## src/rtl/proc_pkg.sv

```systemverilog
// Shared definitions for the multicycle processor: opcode constants,
// control-state encoding and a small decode helper.
package proc_pkg;

  typedef enum logic [1:0] {
    T0 = 2'd0,
    T1 = 2'd1,
    T2 = 2'd2,
    T3 = 2'd3
  } state_t;

  localparam logic [2:0] OP_MV   = 3'b000;
  localparam logic [2:0] OP_MVI  = 3'b001;
  localparam logic [2:0] OP_ADD  = 3'b010;
  localparam logic [2:0] OP_SUB  = 3'b011;
  localparam logic [2:0] OP_AND  = 3'b100;
  localparam logic [2:0] OP_OR   = 3'b101;
  localparam logic [2:0] OP_MVNZ = 3'b110;
  localparam logic [2:0] OP_NOP  = 3'b111;

  function automatic logic is_alu(input logic [2:0] op);
    return (op == OP_ADD) || (op == OP_SUB) || (op == OP_AND) || (op == OP_OR);
  endfunction

endpackage

```

## src/rtl/proc_regfile.sv

```systemverilog
// General register file: one write port, one bus read port and one debug
// read port. Indices at or above NREG read as zero and ignore writes.
module proc_regfile
  import proc_pkg::*;
#(
  parameter int DATA_W = 16,
  parameter int NREG   = 8
) (
  input  logic              clock,
  input  logic              resetn,
  input  logic              we,
  input  logic [2:0]        waddr,
  input  logic [DATA_W-1:0] wdata,
  input  logic [2:0]        raddr,
  output logic [DATA_W-1:0] rdata,
  input  logic [2:0]        dbg_sel,
  output logic [DATA_W-1:0] dbg_data
);

  logic [DATA_W-1:0] regs_r [NREG];

  // Register storage; an out-of-range write address matches no entry.
  always_ff @(posedge clock or negedge resetn) begin
    if (!resetn) begin
      for (int i = 0; i < NREG; i++) begin
        regs_r[i] <= '0;
      end
    end else begin
      for (int i = 0; i < NREG; i++) begin
        if (we && (waddr == 3'(i))) begin
          regs_r[i] <= wdata;
        end
      end
    end
  end

  // Bus-side read port.
  always_comb begin
    rdata = '0;
    for (int i = 0; i < NREG; i++) begin
      if (raddr == 3'(i)) begin
        rdata = regs_r[i];
      end
    end
  end

  // Observation read port.
  always_comb begin
    dbg_data = '0;
    for (int i = 0; i < NREG; i++) begin
      if (dbg_sel == 3'(i)) begin
        dbg_data = regs_r[i];
      end
    end
  end

endmodule

```

## src/rtl/proc_multiciclo.sv

```systemverilog
// Multicycle processor: control FSM, instruction register, ALU operand and
// result registers, nz flag and a multiplexed internal bus.
module proc_multiciclo
  import proc_pkg::*;
#(
  parameter int DATA_W = 16,
  parameter int NREG   = 8
) (
  input  logic              clock,
  input  logic              resetn,
  input  logic              run,
  input  logic [DATA_W-1:0] din,
  output logic              done,
  output logic [DATA_W-1:0] bus,
  input  logic [2:0]        dbg_sel,
  output logic [DATA_W-1:0] dbg_data
);

  state_t            state_r, next_state_s;
  logic [8:0]        ir_r;
  logic [DATA_W-1:0] a_r, g_r;
  logic              nz_r;

  logic [2:0]        op_s, rx_s, ry_s;
  logic [DATA_W-1:0] bus_s, alu_s, rdata_s;
  logic [2:0]        raddr_s;
  logic              rf_we_s, done_s, ld_ir_s, ld_a_s, ld_g_s;

  assign op_s = ir_r[8:6];
  assign rx_s = ir_r[5:3];
  assign ry_s = ir_r[2:0];

  proc_regfile #(
    .DATA_W(DATA_W),
    .NREG  (NREG)
  ) u_regfile (
    .clock   (clock),
    .resetn  (resetn),
    .we      (rf_we_s),
    .waddr   (rx_s),
    .wdata   (bus_s),
    .raddr   (raddr_s),
    .rdata   (rdata_s),
    .dbg_sel (dbg_sel),
    .dbg_data(dbg_data)
  );

  // Control sequencing: bus source, load enables and next state per step.
  always_comb begin
    next_state_s = state_r;
    bus_s        = '0;
    done_s       = 1'b0;
    rf_we_s      = 1'b0;
    raddr_s      = ry_s;
    ld_ir_s      = 1'b0;
    ld_a_s       = 1'b0;
    ld_g_s       = 1'b0;
    case (state_r)
      T0: begin
        if (run) begin
          ld_ir_s      = 1'b1;
          next_state_s = T1;
        end else begin
          next_state_s = T0;
        end
      end
      T1: begin
        case (op_s)
          OP_MV: begin
            bus_s        = rdata_s;
            rf_we_s      = 1'b1;
            done_s       = 1'b1;
            next_state_s = T0;
          end
          OP_MVI: begin
            bus_s        = din;
            rf_we_s      = 1'b1;
            done_s       = 1'b1;
            next_state_s = T0;
          end
          OP_MVNZ: begin
            bus_s        = rdata_s;
            rf_we_s      = nz_r;
            done_s       = 1'b1;
            next_state_s = T0;
          end
          OP_NOP: begin
            done_s       = 1'b1;
            next_state_s = T0;
          end
          default: begin
            raddr_s      = rx_s;
            bus_s        = rdata_s;
            ld_a_s       = 1'b1;
            next_state_s = T2;
          end
        endcase
      end
      T2: begin
        bus_s        = rdata_s;
        ld_g_s       = 1'b1;
        next_state_s = T3;
      end
      T3: begin
        bus_s        = g_r;
        rf_we_s      = 1'b1;
        done_s       = 1'b1;
        next_state_s = T0;
      end
      default: begin
        next_state_s = T0;
      end
    endcase
  end

  // ALU: second operand is whatever the bus carries during T2.
  always_comb begin
    case (op_s)
      OP_ADD:  alu_s = a_r + bus_s;
      OP_SUB:  alu_s = a_r - bus_s;
      OP_AND:  alu_s = a_r & bus_s;
      OP_OR:   alu_s = a_r | bus_s;
      default: alu_s = '0;
    endcase
  end

  // State, instruction and ALU registers.
  always_ff @(posedge clock or negedge resetn) begin
    if (!resetn) begin
      state_r <= T0;
      ir_r    <= 9'd0;
      a_r     <= '0;
      g_r     <= '0;
      nz_r    <= 1'b0;
    end else begin
      state_r <= next_state_s;
      if (ld_ir_s) begin
        ir_r <= din[8:0];
      end
      if (ld_a_s) begin
        a_r <= bus_s;
      end
      if (ld_g_s && is_alu(op_s)) begin
        g_r  <= alu_s;
        nz_r <= (alu_s != '0);
      end
    end
  end

  assign bus  = bus_s;
  assign done = done_s;

endmodule

```

## config.mk

```make
export PLATFORM = sky130hd
export DESIGN_NAME = proc_multiciclo
export DESIGN_NICKNAME = d
export VERILOG_FILES = /design/src/rtl/proc_pkg.sv /design/src/rtl/proc_regfile.sv /design/src/rtl/proc_multiciclo.sv
export SDC_FILE = /design/constraint.sdc
export NUM_CORES = 1
export LEC_CHECK = 0
export CAP_MARGIN = 30
export CORE_MARGIN = 2
export CORE_UTILIZATION = 41
export CTS_CLUSTER_DIAMETER = 200
export CTS_CLUSTER_SIZE = 25
export DETAILED_ROUTE_END_ITERATION = 8
export PLACE_DENSITY = 0.64
export SLEW_MARGIN = 10
export SYNTH_ARGS = -nofsm -noshare
export SYNTH_HDL_FRONTEND = slang
export SYNTH_SLANG_ARGS = --single-unit
```

## constraint.sdc

```tcl
create_clock -name clock -period 8.1 [get_ports clock]
set_clock_uncertainty 0.1 [all_clocks]
set_input_delay 1.215 -clock clock [delete_from_list [all_inputs] [get_ports clock]]
set_output_delay 1.215 -clock clock [all_outputs]
set_load 0.03 [all_outputs]
```

# After elaboration in Yosys (flattened, before gate mapping)
# Index checks and enable logic that the tools add are counted.
dict set report word_totals {
  inputBits 22
  word_cells 101
  register_bits 172
}
dict set report classes {
  add_sub_neg 2
  n_eq_ne 31
  reduce_logical 20
  bitwise 2
  mux 33
}
# cell n
set op_table {}
lappend op_table {{$mux 16} 16}
lappend op_table {{$pmux 16 s4} 1}
lappend op_table {{$eq 3x3->1 const B} 16}
lappend op_table {{$pmux 16 s3} 1}
lappend op_table {{$pmux 16 s2} 1}
lappend op_table {{$eq 3x2->1 const B} 8}
lappend op_table {{$add 16x16->16} 1}
lappend op_table {{$and 16x16->16} 1}
lappend op_table {{$or 16x16->16} 1}
lappend op_table {{$reduce_bool 16->1} 1}
lappend op_table {{$sub 16x16->16} 1}
lappend op_table {{$eq 3x1->1 const B} 4}
lappend op_table {{$logic_not 3->1} 4}
lappend op_table {{$logic_and 1x1->1} 9}
lappend op_table {{$pmux 2 s4} 1}
lappend op_table {{$mux 1} 7}
lappend op_table {{$mux 3} 2}
lappend op_table {{$pmux 1 s2} 3}
lappend op_table {{$eq 2x2->1 const B} 2}
lappend op_table {{$reduce_or 4->1} 1}
lappend op_table {{$logic_or 1x1->1} 3}
lappend op_table {{$eq 2x1->1 const B} 1}
lappend op_table {{$logic_not 2->1} 1}
lappend op_table {{$mux 2} 1}
lappend op_table {{$reduce_or 2->1} 1}

# Logic depth before layout (Yosys ltp)
# Gate-level depths: netlist (run 1).
dict set report depth {
  depth_word 18
  ltp_mapped 29
  mapped_depth_nobuf 24
}

# By module
# From an unflattened synthesis (run 1), not the netlist that was laid out.
dict set report hier_totals {
  hier_cells 1039
  area_unflattened_um2 10885.4
}
# module cells_per_inst area_each_um2 instances
set modules_own_cells {}
lappend modules_own_cells {proc_regfile 600 7095.6 1}
lappend modules_own_cells {proc_multiciclo 439 3789.9 1}

# Worst setup path before layout (run 1)
# No wires, ideal clock.
dict set report synth_path {
  path_kind {flip-flop to flip-flop}
  start {register ir_r[7]}
  end {register nz_r}
  required_ps 7856
  path_stages_with_launch 27
  path_slack_ps 2033
  arrival_time_ps 5823
  path_buffers 5
  path_cell_list {dfrtp_1 clkbuf_1 clkbuf_1 inv_1 ha_1 and3b_1 buf_4 mux2_4 clkbuf_1 o311ai_0 nand3_1 o31ai_1 clkbuf_1 inv_1 o31ai_1 xnor2_1 ha_1 a21oi_1 nand2_1 o31ai_1 o21ai_0 a211oi_1 xnor3_1 o221ai_1 a41o_1 a41oi_1 a41oi_1}
}
dict set report synth_between {
  elab_chain_cells 18
}
# item line_no
set synth_rtl {}
lappend synth_rtl {{start: declaration} proc_multiciclo.sv:20} ;# logic [8:0] ir_r;
lappend synth_rtl {{start signal: assignment} proc_multiciclo.sv:138} ;# ir_r <= din[8:0];
lappend synth_rtl {{$eq 3x3->1, or another cell as far along} proc_multiciclo.sv:68} ;# case (op_s)
lappend synth_rtl {{$reduce_or 4->1 (no source line)} n/a}
lappend synth_rtl {{$mux 3} proc_multiciclo.sv:68}
lappend synth_rtl {{$mux 3} proc_multiciclo.sv:58} ;# case (state_r)
lappend synth_rtl {{$logic_not 3->1} proc_regfile.sv:41} ;# if (raddr == 3'(i)) begin
lappend synth_rtl {{$mux 16 (8 in series)} proc_regfile.sv:41}
lappend synth_rtl {{$pmux 16 s2} proc_multiciclo.sv:68}
lappend synth_rtl {{$pmux 16 s3 (*)} proc_multiciclo.sv:58}
lappend synth_rtl {{net bus[3]} proc_multiciclo.sv:14} ;# output logic [DATA_W-1:0] bus,
lappend synth_rtl {{$sub 16x16->16, or another cell as far along} proc_multiciclo.sv:120} ;# OP_SUB: alu_s = a_r - bus_s;
lappend synth_rtl {{$pmux 16 s4 (*)} proc_multiciclo.sv:118} ;# case (op_s)
lappend synth_rtl {{$reduce_bool 16->1 (*)} proc_multiciclo.sv:145} ;# nz_r <= (alu_s != '0);
lappend synth_rtl {{end signal: assignment} proc_multiciclo.sv:145}
lappend synth_rtl {{end: declaration} proc_multiciclo.sv:22} ;# logic nz_r;
# Mark *: on every way through the listed nets, which the timed path passes. The rest lies on a longest branch.
# A chain may end at the register's enable or synchronous reset.

# Worst setup path in the final report (run 1)
dict set report layout_path {
  start {register ir_r[7]}
  end {register nz_r}
}
dict set report layout_between {
  elab_chain_cells 18
}
# item line_no
set layout_rtl {}
lappend layout_rtl {{$eq 3x3->1, or another cell as far along} proc_multiciclo.sv:68}
lappend layout_rtl {{$reduce_or 4->1 (no source line)} n/a}
lappend layout_rtl {{$mux 3} proc_multiciclo.sv:68}
lappend layout_rtl {{$mux 3} proc_multiciclo.sv:58}
lappend layout_rtl {{$logic_not 3->1} proc_regfile.sv:41}
lappend layout_rtl {{$mux 16 (8 in series)} proc_regfile.sv:41}
lappend layout_rtl {{$pmux 16 s2} proc_multiciclo.sv:68}
lappend layout_rtl {{$pmux 16 s3} proc_multiciclo.sv:58}
lappend layout_rtl {{$sub 16x16->16, or another cell as far along} proc_multiciclo.sv:120}
lappend layout_rtl {{$pmux 16 s4} proc_multiciclo.sv:118}
lappend layout_rtl {{$reduce_bool 16->1} proc_multiciclo.sv:145}
# Several ways; a longest one is shown, not always the timed one.

==> out/qor.csv, run 1 <==
metric,value,unit
grt_util_met3,5.93,%
nFillCells,2635,
critPathKind,register to register,
r2r-start,ir_r[7]$_DFFE_PN0P_,
synth_compound_area_share,24.3,%
cts_buffers,17,
core_area,0.0270,sq mm
status,"finished, final reports clean",
ios,55,
drc,0,
dr.pass1.iters,5,
met2_usage,42.7,%
slew_headroom,32.5,%
overflow,0,
async_flop_share,100,%
synthXorXnorAreaFrac,2.06,%
clk_latency,0.44,ns
ys.warnings.count,0,
path_common_cell,ha_1,
grt_max_degree,105,
crit_fanout,24,
dieArea,0.0289,sq mm
clkTransAtPathRegs,0.07,ns
place_congestion,0.970,
cts_tree,yes,
cp-startpoint,ir_r[7]$_DFFE_PN0P_,
nets,1423,
synth_fa_ha_area_share,3.28,%
worstPathRequired,8.30,ns
critPathSlowestCell,dfrtp_1,
end_kind,register,
synth_mux_area_share,8.14,%
drv_cap,0,
viasPerCell,6.30,
syn-num-nets,1411,
cts_sinks,172,
cts_root_buf,clkbuf_16,
syn_to_final_growth,14.3,%
start_util,41.8,%
finalNonFillerCells,1734,
dp.cells,1696,
gr-max-usage-layer,met2,
hold_buffers,0,
grt_pass1_vias,10200,
io_buffers,54,
synth-simple-area-share,18.7,%
rsz0062_at_grt,no,
synth_seq_cells,172,
ys_types,85,
yosysSeqAreaShare,38.1,%
cpPeakStageDelay,0.70,ns
cts_buffer_depth,2,
fin_crit,7.00,ns
min_path_type,register to register,
place_hpwl,29500,microns
finalHoldViolCount,0,
post-route-period-util,86.4,%
worstMarginPinSlew,1.01,ns
netlist_instances,1368,
synth_edf_count,0,
drv_slew,0,
path_cells,inv_1 > ha_1 > nand3b_4 > a21o_1 > or2_0 > o211ai_1 > a211oi_1 > a22o_1 > ha_1 > nand3_1 > or3_4 > o41ai_2 > xnor2_1 > ha_1 > nand3_1 > o21ai_0 > a211oi_1 > xnor3_1 > o221ai_1 > a41o_1 > a41oi_1 > a41oi_1,
synthFlopType,dfrtp_1,
num_rows,60,
start_kind,register,
wl_per_cell,23.6,microns
grt_usage,28.8,%
r2r_slack,1.10,ns
antenna_found_initial,1,
synth_top_family_by_area,compound AO/OA/AOI/OAI gates,
hold_start,g_r[8]$_DFFE_PN0P_,
htree_num_levels,4,
grt_pass1_wl,62600,microns
setup-violations-final,0,
syn_area_per_cell,8.26,sq um
arrival,7.20,ns
gr-usage-met1,40.3,%
vias,10900,
antenna_left,0,
fp.dieW,170,microns
routed_wl,41000,microns
syn_area,0.0113,sq mm
tns,0,ns
die_y,170,microns
antenna_cells,0,
drtIter0Drc,1426,
cts_setup_buffers,0,
drive_above_1_share,9.48,%
post_cts_resized,0,
fmax,0.143,GHz
[Yosys cell counts (5+ instances only)]
master	number	area, sq um
o211ai_1	16	120
o31ai_1	7	52.6
a31o_2	7	61.3
maj3_1	10	100
a21boi_0	6	45.0
nor3_1	21	105
o22ai_1	13	81.3
a21o_1	5	37.5
clkbuf_1	87	327
nor2b_1	14	87.6
nor2_1	63	236
mux2i_1	45	450
xnor2_1	20	175
and3_1	5	31.3
buf_1	9	33.8
a32oi_1	6	52.6
nand3b_1	7	52.6
a31oi_1	12	75.1
nand2b_1	21	131
a211oi_1	6	45.0
inv_1	45	169
nor3b_1	5	37.5
a22oi_1	16	120
buf_2	8	40.0
nand4b_1	5	43.8
mux2_2	21	236
o221ai_1	12	105
mux4_2	9	203
o21ai_0	217	1090
nand2_1	267	1000
a21oi_1	55	275
dfrtp_1	172	4300
a22o_1	7	61.3
nand3_1	23	115
ha_1	20	250
and2_1	15	93.8
[metal layers]
metal	vias to the layer above	part of all wire, %
met5	-	0.027
met4	2	4.6
met3	131	10
met2	609	43
met1	5289	42
li1	4899	-
[path summary, 6_finish.rpt]
path | to | depth (start not counted)
max in group asynchronous | u_regfile.regs_r[4]$_DFFE_PN0P_ | 3
min in group asynchronous | u_regfile.regs_r[27]$_DFFE_PN0P_ | 1
max reg2reg | nz_r$_DFFE_PN0P_ | 22
min | g_r[8]$_DFFE_PN0P_ | 2
min reg2reg | g_r[8]$_DFFE_PN0P_ | 2
max | nz_r$_DFFE_PN0P_ | 22
[state kept, by name, indices dropped and copies added (netlist names), named ones only]
| name | flops |
|---|---|
| state_r | 1 |
| a_r | 16 |
| nz_r | 1 |
| ir_r | 9 |
| g_r | 16 |
| u_regfile.regs_r | 128 |
[worst max-delay path, delay by kind of cell (launching register included)]
kind / cells / cell delay [ns]
adders and majority gates: 3 / 1.03
buffers and inverters: 1 / 0.13
AOI/OAI and AO/OA: 11 / 3.00
xor gates and xnor gates: 2 / 0.40
and+or+nand+nor: 5 / 1.48
DFF: 1 / 0.70
[logic make-up after synthesis]
family,count (synthesis)
buf+inv,156
fa+ha+maj,31
mux,77
xor+xnor,25
compound gates,440
simple gates,467
flops,172
[layout by cell type (no fill, tap or decap), types with 10 or more instances in the layout]
cell             instances
mux2i_1                 45
nand2b_1                21
nor2b_1                 14
nand3_1                 23
o221ai_1                12
nand2_1                267
and2_1                  15
buf_4                   40
a21oi_1                 55
o21ai_0                217
dfrtp_1                172
ha_1                    20
nor2_1                  63
inv_1                   45
clkdlybuf4s50_1         52
clkbuf_16               17
o211ai_1                16
maj3_1                  10
a22oi_1                 16
o22ai_1                 13
a31oi_1                 12
nor3_1                  21
mux2_2                  21
xnor2_1                 20
[area by class of cell]
class	count	area (sq um)	area share, %
inverter	47	176	1.37
sequential	172	4300	33.3
clock inverter	12	150	1.16
multi-input combinational	1040	6390	49.4
clock buffer	20	467	3.61
timing repair buffer	102	1000	7.78
tap	341	427	3.30
[metrics by stage]
step	utilization (%)	hold slack (ns)	cell area, sq um	setup slack, ns
after floorplan	-	0.331	11300	2.03
after global placement	44.8	0.346	12100	1.42
after global routing	47.8	0.386	12900	0.524
after detailed placement	45.1	0.353	12200	1.24
final	47.8	0.371	12900	1.10
after CTS	47.4	0.368	12800	1.21
Power of run 1 is not shown: default switching activity piles up to over one toggle a cycle in this logic, so the estimate is an artifact.
==> inputs of run 2 (changes only) <==
==> constraint.sdc (replaced) <==
create_clock -name clock -period 6.7 [get_ports clock]
set_clock_uncertainty 0.1 [all_clocks]
set_input_delay 0.67 -clock clock [delete_from_list [all_inputs] [get_ports clock]]
set_output_delay 0.67 -clock clock [all_outputs]
set_load 0.03 [all_outputs]
==> out/qor.csv, run 2 (synthesis results as in run 1) <==
metric,value,unit,change
status,"finished, final reports clean",,unchanged
critPathKind,register to register,,unchanged
drv_slew,0,,unchanged
place_hpwl,30700,microns,"was 29,500 microns"
fmax,0.156,GHz,was 0.143 GHz
min_path_type,input pin to asynchronous set/reset pin,,was register to register
setup-violations-final,0,,unchanged
fp.dieW,170,microns,unchanged
crit_end,nz_r$_DFFE_PN0P_,,unchanged
clk_latency,0.45,ns,was 0.44 ns
cp-startpoint,ir_r[8]$_DFFE_PN0P_,,was ir_r[7]$_DFFE_PN0P_
slew_headroom,30.3,%,was 32.5%
tns,0,ns,unchanged
arrival,6.61,ns,was 7.20 ns
cpLargestDelayFamily,compound AO/OA/AOI/OAI gates,,unchanged
end_kind,register,,unchanged
route.met3.wl,3430,microns,was 4110 microns
rsz0062_at_grt,no,,unchanged
nets,1435,,"was 1,423"
r2r-start,ir_r[8]$_DFFE_PN0P_,,was ir_r[7]$_DFFE_PN0P_
core_area,0.0270,sq mm,unchanged
cts_root_buf,clkbuf_16,,unchanged
cpPeakStageDelay,0.71,ns,was 0.70 ns
cts_buffers,17,,unchanged
post-route-period-util,95.7,%,was 86.4%
viasPerCell,6.27,,was 6.30
wl_met1,18600,microns,"was 17,400 microns"
start_util,41.8,%,unchanged
drc,0,,unchanged
cts_setup_buffers,0,,unchanged
drive_above_1_share,10.3,%,was 9.48%
antenna_cells,0,,unchanged
grt_pass1_vias,10200,,about the same
cts_sinks,172,,unchanged
routed_wl,42000,microns,"was 41,000 microns"
path_cells,inv_1 > ha_1 > nand3b_4 > buf_4 > mux2_4 > a2111oi_1 > buf_4 > nand3_1 > a21oi_2 > inv_1 > or3_1 > o21ai_0 > xnor2_1 > ha_1 > o21a_1 > nor2_1 > o31ai_1 > a211oi_1 > xnor3_1 > o221ai_1 > a41o_1 > a41oi_1 > a41oi_1,,was inv_1 > ha_1 > nand3b_4 > a21o_1 > or2_0 > o211ai_1 > a211oi_1 > a22o_1 > ha_1 > nand3_1 > or3_4 > o41ai_2 > xnor2_1 > ha_1 > nand3_1 > o21ai_0 > a211oi_1 > xnor3_1 > o221ai_1 > a41o_1 > a41oi_1 > a41oi_1
crit_cells,23,,was 22
critPathSlowestCell,a2111oi_1,,was dfrtp_1
grt_usage,29.4,%,was 28.8%
dr.pass1.iters,6,,was 5
largest_registers,"u_regfile.regs_r: 128 flops, a_r: 16 flops, g_r: 16 flops",,unchanged
mostFrequentLayoutCell,nand2_1,,unchanged
antenna_found_initial,0,,was 1
fin_util,47.8,%,about the same
layout_common_cells,"nand2_1 (267), o21ai_0 (216), dfrtp_1 (172), nor2_1 (63), buf_4 (55)",,"was nand2_1 (267), o21ai_0 (217), dfrtp_1 (172), nor2_1 (63), a21oi_1 (55)"
cts_buffer_depth,2,,unchanged
dieArea,0.0289,sq mm,unchanged
htree_num_levels,4,,unchanged
vias,10900,,about the same
drtIter0Drc,1374,,"was 1,426"
regMostFlops,u_regfile.regs_r,,unchanged
clkTransAtPathRegs,0.08,ns,was 0.07 ns
wl_per_cell,24.1,microns,was 23.6 microns
place_congestion,0.936,,was 0.970
worstPathRequired,6.90,ns,was 8.30 ns
num_rows,60,,unchanged
finalHoldViolCount,0,,unchanged
hold_buffers,0,,unchanged
reg2reg_to,nz_r$_DFFE_PN0P_,,unchanged
ios,55,,unchanged
grt_max_degree,76,,was 105
overflow,0,,unchanged
largest_reg_flops,128,,unchanged
nFillCells,2660,,"was 2,635"
fin_crit,6.41,ns,was 7.00 ns
antenna_left,0,,unchanged
die_y,170,microns,unchanged
r2r_slack,0.29,ns,was 1.10 ns
crit_buf_inv,4,,was 1
reg2reg_depth,23,,was 22
syn_to_final_growth,14.4,%,was 14.3%
highest_layer,met4,,was met5
cts_tree,yes,,unchanged
grt_pass1_wl,64000,microns,"was 62,600 microns"
crit_fanout,15,,was 24
drv_cap,0,,unchanged
worstMarginPinSlew,1.03,ns,was 1.01 ns
dr_wl_met2,18500,microns,"was 17,600 microns"
start_kind,register,,unchanged
io_buffers,54,,unchanged
-- run 2: routing by layer --
layer	track usage (%)	vias up
li1	-	4928
met1	42.5	5340
met2	44.3	570
met3	4.74	94
met4	11.2	0
met5	0	-
-- run 2: area by class of cell --
cell class                      count  area, sq um  area share (%)
Clock inverter                     12          128           0.987
Clock buffer                       18          429            3.32
Inverter                           47          176            1.36
Multi-Input combinational cell   1040         6390            49.4
Timing Repair Buffer              114         1070            8.31
Tap cell                          341          427            3.30
Sequential cell                   172         4300            33.3
-- run 2: timing repair --
| item | 4_1_cts | 5_1_grt |
|---|---|---|
| endpoints found under the setup margin | 0 | 2 |
| hold endpoints to repair | 0 | 0 |
| resized for setup | 0 | 4 |
-- run 2: worst min-delay path by stage --
| stage | start | endpoint | slack (ns) | depth (start not counted) |
|---|---|---|---|---|
| 2_1_floorplan | resetn | asynchronous set/reset pin | 0.27 | 0 |
| 3_3_place_gp | g_r[8]$_DFFE_PN0P_ | g_r[8]$_DFFE_PN0P_ | 0.35 | 2 |
| 3_5_place_dp | g_r[8]$_DFFE_PN0P_ | g_r[8]$_DFFE_PN0P_ | 0.36 | 2 |
| 4_1_cts | resetn | u_regfile.regs_r[75]$_DFFE_PN0P_ | 0.18 | 1 |
| 5_1_grt | resetn | u_regfile.regs_r[107]$_DFFE_PN0P_ | 0.20 | 1 |
| 6_report | resetn | u_regfile.regs_r[75]$_DFFE_PN0P_ | 0.15 | 1 |
-- run 2: per-stage QoR --
| stage | hold WS [ns] | std cells | cell area (sq um) | setup WS (ns) |
|---|---|---|---|---|
| finish | 0.154 | 1744 | 12900 | 0.291 |
| detailed placement | 0.359 | 1712 | 12400 | 0.0715 |
| CTS | 0.183 | 1742 | 12900 | 0.0326 |
| global placement | 0.348 | 1707 | 12200 | 0.128 |
| floorplan | 0.274 | 1368 | 11300 | 0.633 |
| global route | 0.200 | 1744 | 12900 | 0.00719 |
-- run 2: worst register-to-register path: cells and delay by family, from the launching register on --
kind,cells,cell delay (ns)
buffers and inverters,4,0.75
XOR/XNOR,2,0.41
adder cells (fa/ha/maj),2,0.74
multiplexers,1,0.40
flip-flops,1,0.36
AND/OR/NAND/NOR,4,0.92
AO/OA/AOI/OAI,10,2.58
Power of run 2 is left out for the same reason.
==> inputs of run 3 (changes only) <==
- GPL_ROUTABILITY_DRIVEN: not set -> 0
==> out/qor.csv, run 3 (synthesis results as in run 1) <==
metric,value,unit,change
grt_max_degree,80,,was 76
hold_buffers,0,,unchanged
start_kind,register,,unchanged
drc,0,,unchanged
cts_buffers,17,,unchanged
wl_per_cell,23.7,microns,was 24.1 microns
dieArea,0.0289,sq mm,unchanged
grt_pass1_wl,63600,microns,"was 64,000 microns"
fmax,0.156,GHz,about the same
drive_above_1_share,10.2,%,was 10.3%
io_buffers,54,,unchanged
syn_to_final_growth,14.3,%,was 14.4%
tns,0,ns,unchanged
dr.pass1.iters,7,,was 6
viasPerCell,6.35,,was 6.27
rsz0062_at_grt,no,,unchanged
start_util,41.8,%,unchanged
cts_sinks,172,,unchanged
setup-violations-final,0,,unchanged
post-route-period-util,95.6,%,was 95.7%
status,"complete, but fails checks",,"was finished, final reports clean"
post_cts_resized,0,,unchanged
finalHoldViolCount,3,,was 0
grt_pass1_vias,10500,,was 10.2k
place_hpwl,29600,microns,"was 30,700 microns"
die_y,170,microns,unchanged
worstPathRequired,6.91,ns,was 6.90 ns
nets,1430,,"was 1,435"
cts_setup_buffers,0,,unchanged
cts_tree,yes,,unchanged
cp-startpoint,ir_r[8]$_DFFE_PN0P_,,unchanged
clk_latency,0.44,ns,was 0.45 ns
drv_cap,0,,unchanged
htree_num_levels,4,,unchanged
crit_fanout,12,,was 15
end_kind,register,,unchanged
vias,11100,,was 10.9k
regMostFlops,u_regfile.regs_r,,unchanged
ios,55,,unchanged
critPathKind,register to register,,unchanged
fin_util,47.8,%,about the same
nFillCells,2698,,"was 2,660"
antenna_found_initial,0,,unchanged
grt_usage,28.9,%,was 29.4%
largest_registers,"u_regfile.regs_r: 128 flops, a_r: 16 flops, g_r: 16 flops",,unchanged
largest_reg_flops,128,,unchanged
layout_common_cells,"nand2_1 (267), o21ai_0 (217), dfrtp_1 (172), nor2_1 (63), a21oi_1 (54)",,"was nand2_1 (267), o21ai_0 (216), dfrtp_1 (172), nor2_1 (63), buf_4 (55)"
min_path_type,input pin to asynchronous set/reset pin,,unchanged
antenna_cells,0,,unchanged
worstMarginPinSlew,0.927,ns,was 1.03 ns
clkTransAtPathRegs,0.08,ns,about the same
antenna_left,0,,unchanged
fin_crit,6.41,ns,about the same
drtIter0Drc,1462,,"was 1,374"
num_rows,60,,unchanged
r2r-start,ir_r[8]$_DFFE_PN0P_,,unchanged
drv_slew,0,,unchanged
slew_headroom,36.5,%,was 30.3%
holdWs,-0.00211,ns,was 0.154 ns
overflow,0,,unchanged
core_area,0.0270,sq mm,unchanged
cts_buffer_depth,2,,unchanged
fp.dieW,170,microns,unchanged
violations,hold timing,,
cts_root_buf,clkbuf_16,,unchanged
arrival,6.62,ns,was 6.61 ns
routed_wl,41200,microns,"was 42,000 microns"
mostFrequentLayoutCell,nand2_1,,unchanged
-- run 3: cell count changes in the layout (fill, tap and decap cells not counted), sizes merged --
cell      change
buf           -5
bufinv        +1
clkbuf        +1
clkinv        +1
clkinvlp      +1
inv           -2
-- run 3: layout make-up --
class	instances	area [sq um]	area share, %
repair buffers	109	992	7.68
inverters	47	176	1.37
clock buffers	19	453	3.51
flip-flops and latches	172	4300	33.3
multi-input cells	1040	6410	49.6
clock inverters	13	155	1.20
well taps	341	427	3.30
-- run 3: critical path, cell delays in order (launching register included) --
cell	delay [ns]
dfrtp_1	0.36
inv_1	0.10
ha_1	0.48
nand3b_4	0.24
mux2i_1	0.79
a22oi_1	0.22
a32oi_1	0.47
o31ai_1	0.15
and2_1	0.26
inv_1	0.16
o31ai_1	0.11
xnor2_1	0.16
ha_1	0.35
a21oi_1	0.34
nand2_1	0.10
o31ai_1	0.32
o21ai_0	0.22
a211oi_1	0.29
xnor3_1	0.24
o221ai_1	0.15
a41o_1	0.25
a41oi_1	0.25
a41oi_1	0.15
-- run 3: path summary, 6_finish.rpt --
check	to	slack [ns]	depth (start not counted)
hold reg to reg	g_r[8]$_DFFE_PN0P_	0.38	2
min in group clock	g_r[8]$_DFFE_PN0P_	0.38	2
max in group asynchronous	u_regfile.regs_r[7]$_DFFE_PN0P_	4.90	3
hold / removal	u_regfile.regs_r[126]$_DFFE_PN0P_	-0.002	1
setup reg to reg	nz_r$_DFFE_PN0P_	0.29	22
setup / recovery	nz_r$_DFFE_PN0P_	0.29	22
-- run 3: per-stage QoR --
step           instance area, sq um  instances  hold slack, ns  worst slack, ns
5_1_grt                       12900       1741         0.00885           0.0392
2_1_floorplan                 11300       1368           0.274            0.633
6_report                      12900       1741        -0.00211            0.293
3_5_place_dp                  12300       1708           0.361            0.129
3_3_place_gp                  12200       1702           0.352            0.257
4_1_cts                       12900       1740         0.00387           0.0813
-- run 3: per-layer routing --
layer / vias up / track usage, % / wire (microns)
met4: 0 / 12.2 / 1810
li1: 4923 / - / -
met2: 671 / 43.4 / 17900
met5: - / 0 / 0
met3: 123 / 7.21 / 4050
met1: 5340 / 39.9 / 17500
Power of run 3 is left out for the same reason.
